## src/rtl/csa_pkg.sv

```systemverilog
// Shared helpers for the pipelined carry-save adder tree: level count, per-level
// operand width and operand/group counts.
package csa_pkg;

  function automatic int clog4(input int n);
    int l;
    int c;
    l = 0;
    c = 1;
    for (int i = 0; i < 16; i++) begin
      if (c < n) begin
        c = c * 4;
        l = l + 1;
      end
    end
    return l;
  endfunction

  function automatic int lvl_width(input int w, input int lvl);
    return w + 2 * lvl;
  endfunction

  function automatic int lvl_groups(input int n);
    return (n + 3) / 4;
  endfunction

  // Number of operands entering a given level of the tree.
  function automatic int lvl_count(input int n, input int lvl);
    int c;
    c = n;
    for (int i = 0; i < lvl; i++) c = (c + 3) / 4;
    return c;
  endfunction

endpackage

```

## src/rtl/csa_adder_4in_reg.sv

```systemverilog
// One registered 4-input carry-save group: two 3:2 compressor layers, a final
// carry-propagate add and an enabled, synchronously cleared result register.
module csa_adder_4in_reg #(
  parameter int p_in_width = 14
) (
  input  logic                  i_clk,
  input  logic                  i_rst_n,
  input  logic                  i_en,
  input  logic [p_in_width-1:0] i_a,
  input  logic [p_in_width-1:0] i_b,
  input  logic [p_in_width-1:0] i_c,
  input  logic [p_in_width-1:0] i_d,
  output logic [p_in_width+1:0] o_q
);

  localparam int OW = p_in_width + 2;

  logic [OW-1:0] a, b, c, d;
  logic [OW-1:0] s1, c1, s2, c2;
  logic [OW-1:0] q_d, q_q;

  assign a = OW'(i_a);
  assign b = OW'(i_b);
  assign c = OW'(i_c);
  assign d = OW'(i_d);

  // Carry bits shifted out of the top are always zero: 4 operands fit in W+2 bits.
  assign s1  = a ^ b ^ c;
  assign c1  = ((a & b) | (a & c) | (b & c)) << 1;
  assign s2  = s1 ^ c1 ^ d;
  assign c2  = ((s1 & c1) | (s1 & d) | (c1 & d)) << 1;
  assign q_d = s2 + c2;

  always_ff @(posedge i_clk) begin
    if (!i_rst_n) q_q <= '0;
    else if (i_en) q_q <= q_d;
  end

  assign o_q = q_q;

endmodule

```

## src/rtl/csa_adder_tree_pipe.sv

```systemverilog
// Pipelined multi-operand unsigned adder built from registered 4-input CSA groups.
// Optional group accumulator stage enabled by defining CSA_TREE_ACC_EN.
module csa_adder_tree_pipe
  import csa_pkg::*;
#(
  parameter int p_input_width = 14,
  parameter int p_num_inputs  = 16,
  parameter int p_acc_width   = 24
) (
  input  logic                                              i_clk,
  input  logic                                              i_rst_n,
  input  logic [p_num_inputs*p_input_width-1:0]             i_data,
  input  logic [p_num_inputs-1:0]                           i_mask,
  input  logic                                              i_valid,
  output logic                                              o_ready,
  output logic [p_input_width+$clog2(p_num_inputs)-1:0]     o_sum,
  output logic                                              o_valid,
`ifdef CSA_TREE_ACC_EN
  input  logic                                              i_last,
  output logic [p_acc_width-1:0]                            o_acc,
`endif
  input  logic                                              i_ready
);

  localparam int L  = clog4(p_num_inputs);
  localparam int W  = p_input_width;
  localparam int SW = p_input_width + $clog2(p_num_inputs);
  localparam int MW = lvl_width(p_input_width, L);

  logic              en;
  logic [L-1:0]      vld_q, vld_d;
  logic [MW-1:0]     lvl_data [L+1][p_num_inputs];
  logic [SW-1:0]     tree_sum;

  assign en      = ~o_valid | i_ready;
  assign o_ready = en;

  for (genvar k = 0; k < p_num_inputs; k++) begin : g_in
    assign lvl_data[0][k] = i_mask[k] ? MW'(i_data[k*W +: W]) : '0;
  end

  for (genvar l = 0; l < L; l++) begin : g_lvl
    localparam int NI = lvl_count(p_num_inputs, l);
    localparam int NG = lvl_groups(NI);
    localparam int IW = lvl_width(W, l);
    for (genvar g = 0; g < p_num_inputs; g++) begin : g_grp
      if (g < NG) begin : g_used
        logic [IW-1:0] op [4];
        logic [IW+1:0] q;
        for (genvar j = 0; j < 4; j++) begin : g_op
          if (4 * g + j < NI) begin : g_real
            assign op[j] = lvl_data[l][4*g+j][IW-1:0];
          end else begin : g_zero
            assign op[j] = '0;
          end
        end
        csa_adder_4in_reg #(.p_in_width(IW)) u_grp (
          .i_clk   (i_clk),
          .i_rst_n (i_rst_n),
          .i_en    (en),
          .i_a     (op[0]),
          .i_b     (op[1]),
          .i_c     (op[2]),
          .i_d     (op[3]),
          .o_q     (q)
        );
        assign lvl_data[l+1][g] = MW'(q);
      end else begin : g_pad
        assign lvl_data[l+1][g] = '0;
      end
    end
  end

  assign tree_sum = lvl_data[L][0][SW-1:0];

  always_comb begin
    vld_d    = vld_q;
    vld_d[0] = i_valid;
    for (int l = 1; l < L; l++) vld_d[l] = vld_q[l-1];
  end

  always_ff @(posedge i_clk) begin
    if (!i_rst_n) vld_q <= '0;
    else if (en) vld_q <= vld_d;
  end

`ifdef CSA_TREE_ACC_EN
  logic [L-1:0]             last_q, last_d;
  logic [p_acc_width-1:0]   part_q, part_d, acc_q, acc_d, acc_nxt;
  logic [SW-1:0]            sum_q, sum_d;
  logic                     ovld_q, ovld_d;

  always_comb begin
    last_d    = last_q;
    last_d[0] = i_last;
    for (int l = 1; l < L; l++) last_d[l] = last_q[l-1];
  end

  // The partial sum restarts at zero on the same beat that publishes a group total.
  always_comb begin
    part_d  = part_q;
    acc_d   = acc_q;
    sum_d   = sum_q;
    ovld_d  = 1'b0;
    acc_nxt = part_q + p_acc_width'(tree_sum);
    if (vld_q[L-1]) begin
      sum_d = tree_sum;
      if (last_q[L-1]) begin
        acc_d  = acc_nxt;
        part_d = '0;
        ovld_d = 1'b1;
      end else begin
        part_d = acc_nxt;
      end
    end
  end

  always_ff @(posedge i_clk) begin
    if (!i_rst_n) begin
      last_q <= '0;
      part_q <= '0;
      acc_q  <= '0;
      sum_q  <= '0;
      ovld_q <= 1'b0;
    end else if (en) begin
      last_q <= last_d;
      part_q <= part_d;
      acc_q  <= acc_d;
      sum_q  <= sum_d;
      ovld_q <= ovld_d;
    end
  end

  assign o_valid = ovld_q;
  assign o_sum   = sum_q;
  assign o_acc   = acc_q;
`else
  assign o_valid = vld_q[L-1];
  assign o_sum   = tree_sum;
`endif

endmodule

```

## config.mk

```make
export PLATFORM = sky130hd
export DESIGN_NAME = csa_adder_tree_pipe
export DESIGN_NICKNAME = d
export VERILOG_FILES = /design/src/rtl/csa_pkg.sv /design/src/rtl/csa_adder_4in_reg.sv /design/src/rtl/csa_adder_tree_pipe.sv
export SDC_FILE = /design/constraint.sdc
export NUM_CORES = 1
export LEC_CHECK = 0
export BUFFER_PORTS_ARGS = -buffer_cell sky130_fd_sc_hd__buf_2
export CORE_MARGIN = 1.5
export CORE_UTILIZATION = 42
export DETAILED_ROUTE_END_ITERATION = 10
export GPL_ROUTABILITY_DRIVEN = 0
export PLACE_DENSITY = 0.68
export SYNTH_ARGS = -nofsm -noshare
export SYNTH_HDL_FRONTEND = slang
export SYNTH_SLANG_ARGS = --single-unit
```

## constraint.sdc

```tcl
create_clock -name i_clk -period 4.2 [get_ports i_clk]
set_input_delay 0.63 -clock i_clk [delete_from_list [all_inputs] [get_ports i_clk]]
set_output_delay 0.63 -clock i_clk [all_outputs]
set_load 0.01 [all_outputs]
```

==> results of run 1 <==
layout make-up:
class	count	area, sq um	share of cell area [%]
inverters	189	709.4	5.706
clock buffers	10	239.0	1.922
well taps	324	405.4	3.261
repair buffers	279	1436	11.55
flip-flops and latches	84	1682	13.53
multi-input cells	978	7899	63.53
clock inverters	5	62.56	0.5032
worst register-to-register path, delay by kind of cell (launching register included):
| kind | cells | cell delay [ps] |
|---|---|---|
| compound gates | 5 | 1240 |
| xor+xnor | 1 | 230 |
| flops | 1 | 460 |
| simple gates | 1 | 80 |
| fa+ha+maj | 4 | 1720 |
placed cells by master (no fill, tap or decap), types with 3 or more instances in the layout:
master | synthesis | routed
a41oi_1 | 3 | 3
a21oi_1 | 81 | 81
o21a_1 | 10 | 10
xnor2_1 | 22 | 22
a211o_1 | 3 | 3
or3_1 | 8 | 8
o31ai_1 | 4 | 4
nand3_1 | 24 | 24
a211oi_1 | 22 | 22
nand4_1 | 8 | 8
and3_1 | 5 | 5
o21bai_1 | 6 | 6
fa_1 | 144 | 144
o211ai_1 | 9 | 9
mux2i_1 | 4 | 4
nor2_1 | 48 | 48
buf_2 | 0 | 263
a31oi_1 | 10 | 10
nand2b_1 | 9 | 9
a21o_1 | 18 | 18
a311oi_1 | 3 | 3
a2111oi_0 | 4 | 4
xor2_1 | 22 | 22
dfxtp_1 | 84 | 84
and2_1 | 62 | 62
clkbuf_16 | 0 | 9
o21ai_0 | 49 | 49
nor3_1 | 12 | 12
ha_1 | 77 | 77
buf_4 | 0 | 16
a31o_2 | 4 | 4
o22ai_1 | 6 | 6
inv_1 | 188 | 187
nand2_1 | 274 | 274
worst paths after layout:
check / slack [ps] / endpoint / cells past startpoint / startpoint
max reg2reg: 390 / g_lvl[1].g_grp[0].g_used.u_grp.o_q[11] / 11 / g_lvl[0].g_grp[1].g_used.u_grp.o_q[1]
min reg2reg: 450 / g_lvl[1].g_grp[0].g_used.u_grp.o_q[2] / 2 / g_lvl[1].g_grp[0].g_used.u_grp.o_q[2]
min: 450 / g_lvl[1].g_grp[0].g_used.u_grp.o_q[2] / 2 / g_lvl[1].g_grp[0].g_used.u_grp.o_q[2]
max: 360 / g_lvl[0].g_grp[1].g_used.u_grp.o_q[15] / 13 / i_mask[6]
state kept, by name, summed over array words and instances (netlist names):
register / count
g_lvl.g_grp.g_used.u_grp.o_q: 82
vld_q: 2
per-stage QoR:
stage	util [%]	std cells	total power, mW	worst slack [ps]
2_1_floorplan	-	1299	4.229	78.99
3_3_place_gp	49.74	1854	5.205	62.97
3_5_place_dp	49.74	1854	5.272	11.59
4_1_cts	50.97	1869	6.113	375.6
5_1_grt	50.97	1869	6.765	96.39
6_report	50.97	1869	6.098	360.4
layer usage:
metal | vias to the layer above | track usage (%) | part of all wire [%]
met2 | 208 | 36.62 | 51
met5 | - | 0 | 0
met4 | 0 | 3.283 | 1.2
met3 | 22 | 3.357 | 4.8
li1 | 4680 | - | -
met1 | 4545 | 24.17 | 43
Yosys cell counts (all sizes together), types with 3 or more instances:
master,count,share of area (%)
dfxtp,84,16
a21oi,81,3.9
nand4,8,0.48
o21a,10,0.72
a211o,3,0.25
fa,144,28
a31oi,10,0.60
o22ai,6,0.36
nand3,24,1.1
nor2,48,1.7
nor3,12,0.57
inv,189,6.8
buf,6,0.22
o31ai,5,0.49
xnor2,22,1.8
o21bai,6,0.43
o211ai,9,0.65
a41oi,3,0.25
xor2,22,1.8
and2,62,3.7
a2111oi,4,0.33
mux2i,4,0.38
or3,8,0.48
o21ai,49,2.3
nand2,274,9.8
nor2b,3,0.18
a211oi,22,1.6
ha,77,9.2
a31o,4,0.33
a311oi,3,0.25
and3,5,0.30
nand2b,9,0.54
a21o,18,1.3
clkbuf,42,1.5
power by group:
| group | internal, mW | switching [mW] | total [mW] |
|---|---|---|---|
| combinational | 1.77 | 2.35 | 4.12 |
| clock | 0.475 | 0.322 | 0.797 |
| sequential | 1.04 | 0.138 | 1.18 |
kinds of logic after synthesis:
| kind of cell | after synthesis | share of synthesized area [%] |
|---|---|---|
| buf+inv | 237 | 8.503 |
| xor+xnor | 44 | 3.683 |
| fa+ha+maj | 221 | 36.76 |
| compound gates | 243 | 14.67 |
| simple gates | 466 | 19.92 |
| mux | 4 | 0.3827 |
| flops | 84 | 16.07 |
==> qor.csv, run 1 <==
stage,metric,value,unit
outcome,status,finished clean,
setup_path,critPathBufInv,1,
run,drv_cap,0,
routing,routedWlPerCell,13.36,microns
synthesis,ys_ff_latch,84,
power,p_leak,6.439,nW
synthesis,avgSynthCellArea,8.054,sq um
timing,max_slew_margin,37.33,%
synthesis,synth_cells,1299,
synthesis,syn_nets,1764,
routing,dr.pass1.iters,5,
timing,drv_slew,0,
setup_path,worstPathMaxFanout,4,
synthesis,syn_area,10460,sq um
final_layout,area_growth,18.84,%
die,die_x,160.8,microns
routing,ant_nets,0,
die,ios,264,
setup_path,cp.required,4380,ps
die,start_util,42.90,%
final_layout,num-nets-final,2006,
synthesis,ys.warnings.count,0,
synthesis,synth-edff-count,0,
timing,rsz0062_at_grt,false,
global_routing,antenna_found_initial,0,
setup_path,cp_data_arrival_time,4020,ps
clock_tree,cts_buffers,9,
min_path,min_path_type,reg -> reg,
global_routing,gr-total-overflow,0,
timing,fin_tns_setup,0,ps
placed_design,placed_area,12130,sq um
timing,hold_violations,0,
timing,final.setup_skew,6.555,ps
setup_path,crit_path_end_kind,register,
clock_tree,clk_pin_slew,60,ps
final_layout,antenna_cells,0,
timing,final.min_clock_period,3840,ps
setup_path,path_cells,"buf_2, and2_1, fa_1, fa_1, ha_1, fa_1, a21oi_1, o21ai_0, a2111oi_0, or2_2, o21ai_0, nor3_1, o32ai_1",
timing,min_period_over_period,91.42,%
global_routing,grt_max_degree,89,
clock_tree,cts_tree,yes,
setup_path,critical_path_class,in -> reg,
final_layout,stdcell_area,12430,sq um
global_routing,grt_pass1_wl,42460,microns
routing,via_count,9455,
global_routing,track_usage,19.73,%
die,dieHeight,160.8,microns
power,power.density,490.4,nW/um^2
final_layout,fillers,2427,
power,ir_drop,309.6,uV
clock_tree,clockBufferDepth,2,
die,core,24390,sq um
die,core.rowCount,57,
clock_tree,cts_resized,0,
routing,remaining_drc_errors,0,
setup_path,crit_top_cell,fa_1,
timing,setup_viol,0,
routing,drtIter0Drc,468,
global_routing,grt_pass1_vias,9659,
placed_design,dp_hpwl,21090,microns
synthesis,synth-async-reset-ratio,0,%
clock_tree,clockRootBuffer,clkbuf_16,
synthesis,synthDistinctLibCells,51,
timing,timing.fmax,260.4,MHz
timing,whs,449.2,ps
final_layout,drive_gt1_share,19.68,%
clock_tree,post_cts_buffers,0,
routing,wirelength,24970,microns
clock_tree,clock_latency,340,ps
synthesis,ys.flop_type,dfxtp_1,
routing,avgViaCountPerCell,5.059,
setup_path,cp_top_family,adder cells,
setup_path,cp_slowest_stage_delay,540,ps
clock_tree,holdBufCountCts,0,
clock_tree,htreeDepth,3,
setup_path,crit_path_top_delay_cell,a2111oi_0,
timing,tightest_slew,938.7,ps
die,die_area,25870,sq um
clock_tree,cts_sinks,84,
synthesis,ys_seq_area_share,16.07,%
placed_design,portBuffers,263,
setup_path,worstSetupStartpointType,input pin,
Note: power is estimated with default switching activity, not from simulation.
==> run 2, diff against run 1 <==
--- a/config.mk
+++ b/config.mk
@@ -5,12 +5,13 @@
 export SDC_FILE = /design/constraint.sdc
 export NUM_CORES = 1
 export LEC_CHECK = 0
+export ABC_AREA = 1
 export BUFFER_PORTS_ARGS = -buffer_cell sky130_fd_sc_hd__buf_2
 export CORE_MARGIN = 1.5
 export CORE_UTILIZATION = 42
 export DETAILED_ROUTE_END_ITERATION = 10
 export GPL_ROUTABILITY_DRIVEN = 0
-export PLACE_DENSITY = 0.68
+export PLACE_DENSITY = 0.67
 export SYNTH_ARGS = -nofsm -noshare
 export SYNTH_HDL_FRONTEND = slang
 export SYNTH_SLANG_ARGS = --single-unit
==> run 2 against run 1 <==
Count of clock-buffer cells in the layout decreased by 1. Die area is 13% higher. Routed wire length increased by 9.5%. Register-to-register slack gained 770 ps. Final area rose by 11%. Clock skew barely moved. Maximum frequency rose by 16%. Largest cell class unchanged. Highest routed layer unchanged.
==> qor.csv, run 2 <==
stage,metric,value,unit
clock_tree,cts_resized,0,
power,ir_drop,294.2,uV
timing,tightest_slew,598.3,ps
final_layout,finalNonFillerCells,2430,
clock_tree,cts_buffers,9,
die,dieHeight,171.1,microns
setup_path,cp.required,4450,ps
synthesis,synth_common_cells,"nand2_1, inv_1, fa_1",
placed_design,portBuffers,263,
power,p_leak,8.770,nW
power,total_power,6.446,mW
die,core,27780,sq um
synthesis,avgSynthCellArea,6.551,sq um
timing,whs,450.9,ps
setup_path,r2r_end,g_lvl[1].g_grp[0].g_used.u_grp.o_q[9],
synthesis,ys.warnings.count,0,
die,start_util,42.70,%
global_routing,track_usage,19.34,%
setup_path,r2r_start,g_lvl[0].g_grp[1].g_used.u_grp.o_q[1],
global_routing,grt_pass1_vias,10640,
final_layout,layout_common_cells,"nand2_1, inv_1, buf_2, fa_1, nand3_1",
routing,ant_nets,0,
synthesis,syn_area,11860,sq um
routing,drtIter0Drc,480,
synthesis,synth_cells,1811,
routing,remaining_drc_errors,0,
timing,min_period_over_period,78.58,%
synthesis,syn_nets,2276,
min_path,hold-path-endpoint,vld_q[0],
synthesis,synth_most_common_cell,nand2_1,
timing,setup_ws,899.6,ps
routing,routedWlPerCell,11.26,microns
synthesis,ys_ff_latch,84,
synthesis,synth-edff-count,0,
synthesis,synth-async-reset-ratio,0,%
die,ios,264,
routing,via_count,11170,
synthesis,ys.flop_type,dfxtp_1,
outcome,status,finished clean,
setup_path,crit_path_end_kind,register,
synthesis,synth.top_cell.area_share,24.30,%
placed_design,place_ws,522.7,ps
timing,drv_slew,0,
global_routing,grt_max_degree,66,
die,die_area,29260,sq um
timing,rsz0062_at_grt,false,
routing,avgViaCountPerCell,4.598,
timing,final.setup_skew,6.448,ps
timing,hold_violations,0,
synthesis,ys_seq_area_share,14.17,%
die,core.rowCount,61,
power,power.density,465.9,nW/um^2
synthesis,synthTopCellsByArea,"fa_1, nand2_1, inv_1, dfxtp_1, ha_1",
synthesis,synthDistinctLibCells,34,
global_routing,antenna_found_initial,1,
clock_tree,holdBufCountCts,0,
die,die_x,171.1,microns
final_layout,num-nets-final,2512,
setup_path,reg2regPathDepth,13,
routing,wirelength,27350,microns
clock_tree,cts_sinks,84,
final_layout,drive_gt1_share,14.68,%
clock_tree,cts_tree,yes,
synthesis,synth_area_leader_cell,fa_1,
timing,fin_tns_setup,0,ps
timing,timing.fmax,303.0,MHz
placed_design,numPlacedInstances,2414,
clock_tree,clock_latency,350,ps
setup_path,worstPathMaxFanout,14,
setup_path,worstSetupStartpointType,input pin,
run,drv_cap,0,
min_path,holdPathStages,2,
global_routing,grt_pass1_wl,46550,microns
global_routing,gr-total-overflow,0,
clock_tree,clockRootBuffer,clkbuf_16,
timing,final.min_clock_period,3300,ps
final_layout,area_growth,16.60,%
routing,dr.pass1.iters,6,
placed_design,dp_hpwl,23550,microns
timing,max_slew_margin,60.11,%
clock_tree,clk_pin_slew,60,ps
setup_path,cp_data_arrival_time,3550,ps
clock_tree,post_cts_buffers,0,
timing,setup_viol,0,
final_layout,layout_commonest_cell,nand2_1,
setup_path,r2r_slack,1160,ps
clock_tree,htreeDepth,3,
min_path,min_path_type,reg -> reg,
clock_tree,clockBufferDepth,2,
setup_path,critical_path_class,in -> reg,
min_path,min_from,vld_q[0],
final_layout,largest_reg_flops,82,
-- run 2: changes by cell type after synthesis, sizes merged, moves of 18 or more --
cell	change
nand3	+81
nand2	+304
and2	-58
inv	+296
nor2	+40
a21o	-18
a21oi	-36
a211oi	-18
o21ai	+22
-- run 2: logic make-up after synthesis --
| group | Yosys count | share of synthesized area (%) |
|---|---|---|
| XOR/XNOR | 27 | 1.993 |
| buffers and inverters | 527 | 16.87 |
| AO/OA/AOI/OAI | 140 | 6.570 |
| adder cells (fa/ha/maj) | 221 | 32.42 |
| flip-flops | 84 | 14.17 |
| AND/OR/NAND/NOR | 812 | 27.97 |
-- run 2: power breakdown --
| part | switching (mW) | internal, mW | leakage, nW |
|---|---|---|---|
| sequential | 0.135 | 1.04 | 0.698 |
| clock | 0.332 | 0.518 | 0.151 |
| combinational | 2.72 | 1.70 | 7.92 |
| total | 3.19 | 3.25 | 8.77 |
-- run 2: area by class of cell --
| type | count | area, sq um |
|---|---|---|
| antenna | 1 | 2.502 |
| clock buffer | 9 | 225.2 |
| clock inverter | 6 | 90.09 |
| fill | 2859 | 13950 |
| inverter | 485 | 1822 |
| multi-input combinational | 1200 | 8180 |
| sequential | 84 | 1682 |
| tap | 378 | 473.0 |
| timing repair buffer | 267 | 1359 |
-- run 2: per-layer routing --
layer / global-route usage, % / vias up / part of all wire, %
li1: - / 5802 / -
met2: 33.83 / 248 / 47
met4: 5.645 / 0 / 2.4
met3: 2.267 / 38 / 4.7
met5: 0 / - / 0
met1: 25.00 / 5085 / 46
-- run 2: worst max-delay path by stage --
| stage | start | endpoint | cells after the start |
|---|---|---|---|
| 2_1_floorplan | i_mask[6] | g_lvl[0].g_grp[1].g_used.u_grp.o_q[7] | 14 |
| 3_3_place_gp | i_mask[6] | g_lvl[0].g_grp[1].g_used.u_grp.o_q[9] | 14 |
| 3_5_place_dp | i_mask[6] | g_lvl[0].g_grp[1].g_used.u_grp.o_q[9] | 14 |
| 4_1_cts | i_mask[6] | g_lvl[0].g_grp[1].g_used.u_grp.o_q[9] | 14 |
| 5_1_grt | i_mask[6] | g_lvl[0].g_grp[1].g_used.u_grp.o_q[9] | 14 |
| 6_report | i_mask[6] | g_lvl[0].g_grp[1].g_used.u_grp.o_q[9] | 14 |
-- run 2: per-stage QoR --
stage | utilization, % | area (sq um)
2_1_floorplan | - | 11860
3_3_place_gp | 48.65 | 13520
3_5_place_dp | 48.65 | 13520
4_1_cts | 49.78 | 13830
5_1_grt | 49.79 | 13830
6_report | 49.79 | 13830
-- run 2: critical path, stage by stage --
cell and delay [ps]:
buf_2 240, nand2_1 130, fa_1 550, inv_1 50, fa_1 440, ha_1 240, fa_1 500, nand3_1 100
nand3_1 150, a21oi_1 200, xor2_1 170, nand2_1 60, nand2_1 60, inv_1 30
